`src/rtl/yolo_deadlock_monitor_nport.sv`:
```
// yolo_deadlock_monitor_nport
//   Deadlock monitor for an HLS kernel with N_AXIS stream ports and N_INST
//   sub-instances. Declares deadlock (kernel_block) once the no-progress
//   condition has held for THRESHOLD consecutive cycles. It also keeps a
//   sticky flag, a snapshot of which ports were stalled at detection, and a
//   saturating count of detections.
//
// Ports
//   kernel_monitor_clock  clock, rising edge
//   kernel_monitor_reset  asynchronous reset, active high
//   enable                monitoring active
//   clear                 pulse: clears sticky flag, snapshot and event count
//   axis_block_sigs       per-port outer-side stall
//   inst_idle_sigs        per-instance idle
//   inst_block_sigs       per-instance blocked on an internal channel
//   kernel_block          high while in DEAD
//   deadlock_sticky       set on DEAD entry, held until clear
//   block_snapshot        axis_block_sigs captured on DEAD entry
//   starved_ports         ports the kernel could not reach at detection
//   deadlock_events       saturating count of DEAD entries
//
// state | meaning
// ------+----------------------------------------------------------
// MON   | monitoring, no no-progress run in progress
// PEND  | no-progress run in progress, fewer than THRESHOLD cycles
// DEAD  | deadlock declared, waiting for progress to resume
module yolo_deadlock_monitor_nport #(
  parameter int N_AXIS    = 2,
  parameter int N_INST    = 2,
  parameter int THRESHOLD = 2,
  parameter int EVT_W     = 8
) (
  input  logic              kernel_monitor_clock,
  input  logic              kernel_monitor_reset,
  input  logic              enable,
  input  logic              clear,
  input  logic [N_AXIS-1:0] axis_block_sigs,
  input  logic [N_INST-1:0] inst_idle_sigs,
  input  logic [N_INST-1:0] inst_block_sigs,
  output logic              kernel_block,
  output logic              deadlock_sticky,
  output logic [N_AXIS-1:0] block_snapshot,
  output logic [N_AXIS-1:0] starved_ports,
  output logic [EVT_W-1:0]  deadlock_events
);

  localparam int CNT_W = $clog2(THRESHOLD + 1);
  localparam logic [CNT_W-1:0] CNT_LAST = CNT_W'(THRESHOLD - 1);
  localparam logic [CNT_W-1:0] CNT_FULL = CNT_W'(THRESHOLD);
  localparam logic [EVT_W-1:0] EVT_MAX  = {EVT_W{1'b1}};

  typedef enum logic [1:0] {
    MON  = 2'd0,
    PEND = 2'd1,
    DEAD = 2'd2
  } state_t;

  state_t           state, state_nxt;
  logic [CNT_W-1:0] run_cnt, run_cnt_nxt;
  logic             raw_block;
  logic             dead_entry;

  // Every instance is idle or blocked, not all are idle, and some port stalls.
  assign raw_block = (&(inst_idle_sigs | inst_block_sigs)) & ~(&inst_idle_sigs)
                     & (|axis_block_sigs);

  always_ff @(posedge kernel_monitor_clock or posedge kernel_monitor_reset) begin
    if (kernel_monitor_reset) begin
      state   <= MON;
      run_cnt <= '0;
    end else begin
      state   <= state_nxt;
      run_cnt <= run_cnt_nxt;
    end
  end

  always_comb begin
    state_nxt   = state;
    run_cnt_nxt = run_cnt;
    dead_entry  = 1'b0;
    if (!enable) begin
      state_nxt   = MON;
      run_cnt_nxt = '0;
    end else begin
      case (state)
        MON: begin
          if (raw_block) begin
            if (THRESHOLD == 1) begin
              state_nxt   = DEAD;
              run_cnt_nxt = CNT_FULL;
              dead_entry  = 1'b1;
            end else begin
              state_nxt   = PEND;
              run_cnt_nxt = CNT_W'(1);
            end
          end else begin
            run_cnt_nxt = '0;
          end
        end
        PEND: begin
          if (!raw_block) begin
            state_nxt   = MON;
            run_cnt_nxt = '0;
          end else if (run_cnt == CNT_LAST) begin
            state_nxt   = DEAD;
            run_cnt_nxt = CNT_FULL;
            dead_entry  = 1'b1;
          end else begin
            run_cnt_nxt = run_cnt + CNT_W'(1);
          end
        end
        DEAD: begin
          if (!raw_block) begin
            state_nxt   = MON;
            run_cnt_nxt = '0;
          end
        end
        default: begin
          state_nxt   = MON;
          run_cnt_nxt = '0;
        end
      endcase
    end
  end

  // A DEAD entry coinciding with clear wins: the count restarts at one.
  always_ff @(posedge kernel_monitor_clock or posedge kernel_monitor_reset) begin
    if (kernel_monitor_reset) begin
      deadlock_sticky <= 1'b0;
      block_snapshot  <= '0;
      deadlock_events <= '0;
    end else if (dead_entry) begin
      deadlock_sticky <= 1'b1;
      block_snapshot  <= axis_block_sigs;
      if (clear)
        deadlock_events <= EVT_W'(1);
      else if (deadlock_events != EVT_MAX)
        deadlock_events <= deadlock_events + EVT_W'(1);
    end else if (clear) begin
      deadlock_sticky <= 1'b0;
      block_snapshot  <= '0;
      deadlock_events <= '0;
    end
  end

  assign kernel_block  = (state == DEAD);
  assign starved_ports = ~block_snapshot & {N_AXIS{deadlock_sticky}};

endmodule

```
`config.mk`:
```
export PLATFORM = sky130hd
export DESIGN_NAME = yolo_deadlock_monitor_nport
export DESIGN_NICKNAME = d
export VERILOG_FILES = /design/src/rtl/yolo_deadlock_monitor_nport.sv
export SDC_FILE = /design/constraint.sdc
export NUM_CORES = 1
export LEC_CHECK = 0
export CORE_MARGIN = 8
export CORE_UTILIZATION = 48
export CTS_CLUSTER_SIZE = 8
export DETAILED_ROUTE_END_ITERATION = 16
export GPL_ROUTABILITY_DRIVEN = 0
export PLACE_DENSITY = 0.85
export RECOVER_POWER = 100
export SETUP_SLACK_MARGIN = 0.05
export SLEW_MARGIN = 20
export SYNTH_ARGS = -nofsm -noshare
export SYNTH_HDL_FRONTEND = slang
export SYNTH_SLANG_ARGS = --single-unit
```
`constraint.sdc`:
```
create_clock -name kernel_monitor_clock -period 3 [get_ports kernel_monitor_clock]
set_input_delay 0.3 -clock kernel_monitor_clock [delete_from_list [all_inputs] [get_ports kernel_monitor_clock]]
set_output_delay 0.3 -clock kernel_monitor_clock [all_outputs]
set_load 0.01 [all_outputs]
```
==> results.sh <==
export IMPL_syn_to_final_growth_pct=34.5
export IMPL_antenna_found_initial=0
export IMPL_post_route_min_period_ps=2180
export IMPL_synth_xor_area_share_pct=0
export IMPL_worstSetupStartpointType="input port"
export IMPL_cp_num_buf_inv=1
export IMPL_cts_htree_levels=1
export IMPL_synth_top_area_share_pct=48.2
export IMPL_fillers=129
export IMPL_fin_nets=121
export IMPL_hold_violations=0
export IMPL_yosys_top_cells_area="dfrtp_1, a21oi_1, nand2_1"
export IMPL_cts_buffers=3
export IMPL_synth_top_flop_cell="dfrtp_1"
export IMPL_synth_simple_gate_area_share_pct=20.2
export IMPL_synth_compound_area_share_pct=24.1
export IMPL_post_cts_repair_setup_buffers=0
export IMPL_fin_area_um2=1050
export IMPL_dpl_cell_count=120
export IMPL_multi_input_area_um2=370
export IMPL_rsz0062_at_grt="false"
export IMPL_drt_wl_total_um=1920
export IMPL_p_per_area_nw_per_um2=339
export IMPL_wl_per_cell_um=15.5
export IMPL_yosysTopAreaCell="dfrtp_1"
export IMPL_tightest_slew_ps=924
export IMPL_path_cells="dlygate4sd3_1, o22ai_1, a2111o_1, or4_1, a21oi_1"
export IMPL_met2_usage_pct=22.0
export IMPL_critical_path_required_ps=3220
export IMPL_portBuffers=23
export IMPL_ant_nets=0
export IMPL_gr_usage_met3_pct=5.62
export IMPL_clkLatencyLatePin_ps=300
export IMPL_diodes=0
export IMPL_yosys_area_share_adder_pct=3.21
export IMPL_dp_final_hpwl_um=1490
export IMPL_ys_types=28
export IMPL_cts_tree="built"
export IMPL_clock_skew_ps=5.23
export IMPL_syn_area_um2=779
export IMPL_final_cells=124
export IMPL_row_count=14
export IMPL_grt_pass1_wl_um=3390
export IMPL_ctsResizeCount=0
export IMPL_drt_iter0_drc=19
export IMPL_cts_root_buf="clkbuf_4"
export IMPL_vias_per_cell=6.10
export IMPL_cap_violations=0
export IMPL_die_h_um=56.3
export IMPL_slew_headroom_pct=37.9
export IMPL_hold_path_class="input port to async pin"
export IMPL_status="completed"
export IMPL_critPathMaxFanout=16
export IMPL_seq_area_um2=375
export IMPL_syn_avg_cell_area_um2=9.39
export IMPL_crit_slowest_cell="dlygate4sd3_1"
export IMPL_max_clock_freq_ghz=0.460
export IMPL_dieArea_um2=3170
export IMPL_path_clk_slew_ps=90
export IMPL_critical_path_class="input port to flip-flop"
export IMPL_peakVddDrop_mv=0.246
export IMPL_use_met1_pct=14.3
export IMPL_grt_pass1_vias=727
export IMPL_syn_nets=95
export IMPL_synth_seq_cells=15
export IMPL_busiest_layer="met2"
export IMPL_yosysWarnings=0
export IMPL_track_usage_pct=13.2
export IMPL_muxShareOfSynthArea_pct=0
export IMPL_fin_crit_sh_pct=72.5
export IMPL_start_util_pct=51.1
export IMPL_dr_total_vias=756
export IMPL_core_um2=1520
export IMPL_hold_buffers=0
export IMPL_synth_edf_count=0
export IMPL_critPathMaxStageDelay_ps=620
export IMPL_crit_path_end_kind="flip-flop"
export IMPL_grt_overflow_total=0
export IMPL_drive_above_1_share_pct=3.70
export IMPL_leakage_nw=0.461
export IMPL_ys_async_sr_fraction_pct=100
export IMPL_ys_seq_area_share_pct=48.2
export IMPL_drv_slew=0
export IMPL_synth_top_family_by_area="compound AO/OA/AOI/OAI gates"
export IMPL_fin_ws_ps=825
export IMPL_io_pins=24
export IMPL_pre_cts_ws_ps=610
export IMPL_yosysMostFrequentCell="dfrtp_1"
export IMPL_grt_max_degree=17
export IMPL_drtPass1Iterations=4
export IMPL_finalSetupViolations=0
export IMPL_finalSetupTns_ps=0
export IMPL_chipWidth_um=56.3
export IMPL_cp_arrival_ps=2390
export IMPL_drc=0
export IMPL_clock_path_buffers=2
export IMPL_synthTopCellsByCount="dfrtp_1, nand2_1, a21oi_1, inv_1"
export IMPL_post_dp_cell_area_um2=1020
export IMPL_cts_sinks=15
export IMPL_synth_cells=83
export IMPL_critPathTopFamily="compound AO/OA/AOI/OAI gates"
-- routing by layer --
metal	up-vias	share of wire, %
li1	369	-
met1	368	39
met2	14	54
met3	5	5.2
met4	0	1.6
met5	-	0
-- cell usage in the layout, fill, tap and decap left out, types with 3 or more instances in the layout --
master           instances
nand2_1                  9
a21oi_1                  7
clkbuf_4                 3
o31ai_1                  4
dfrtp_1                 15
inv_1                    7
nor2_1                   5
a211oi_1                 3
clkdlybuf4s50_1          7
nand3_1                  5
or4_1                    3
dlygate4sd3_1           16
-- state kept, by name, summed over array words and instances, names as in the netlist --
| name | cells |
|---|---|
| deadlock_events | 8 |
| run_cnt | 2 |
| block_snapshot | 2 |
| state | 2 |
| deadlock_sticky | 1 |
-- worst reg2reg max path, stage by stage (launching register included) --
cell and delay, ps:
dfrtp_1 390, inv_1 70, ha_1 170, nand4b_1 160
a2111o_1 520, or4_1 570, a21oi_1 150
-- logic make-up after synthesis --
logic type | Yosys count
adder cells (fa/ha/maj) | 2
AO/OA/AOI/OAI | 26
AND/OR/NAND/NOR | 31
buffers and inverters | 9
flip-flops | 15
-- worst paths after layout --
path	endpoint	slack (ps)	cells after the start	from
min reg2reg	state[0]	510	1	state[1]
min in group kernel_monitor_clock	state[0]	510	1	state[1]
max reg2reg	deadlock_events[4]	900	6	run_cnt[1]
max	deadlock_events[4]	820	5	inst_idle_sigs[0]
max in group asynchronous	run_cnt[1]	2140	2	kernel_monitor_reset
min	deadlock_sticky	480	2	kernel_monitor_reset
-- power by group --
group	internal, mW	total, mW	leakage, nW	switching, mW
sequential	0.204	0.207	0.208	0.00228
clock	0.0519	0.118	0.0150	0.0662
combinational	0.0149	0.0313	0.238	0.0164
-- final cells by class --
| cell class | instances | area share, % |
|---|---|---|
| clock buffers | 4 | 2.51 |
| repair buffers | 23 | 22.0 |
| inverters | 7 | 2.51 |
| flip-flops and latches | 15 | 35.8 |
| multi-input cells | 59 | 35.3 |
| well taps | 16 | 1.91 |
-- per-stage QoR --
| stage | hold slack [ps] | utilization (%) | power [mW] |
|---|---|---|---|
| floorplan | 201 | - | 0.224 |
| global placement | 478 | 67.1 | 0.242 |
| detailed placement | 466 | 67.1 | 0.243 |
| CTS | 366 | 68.8 | 0.361 |
| global route | 541 | 68.8 | 0.368 |
| finish | 484 | 68.8 | 0.356 |
Power figures use the tool's default switching activity.
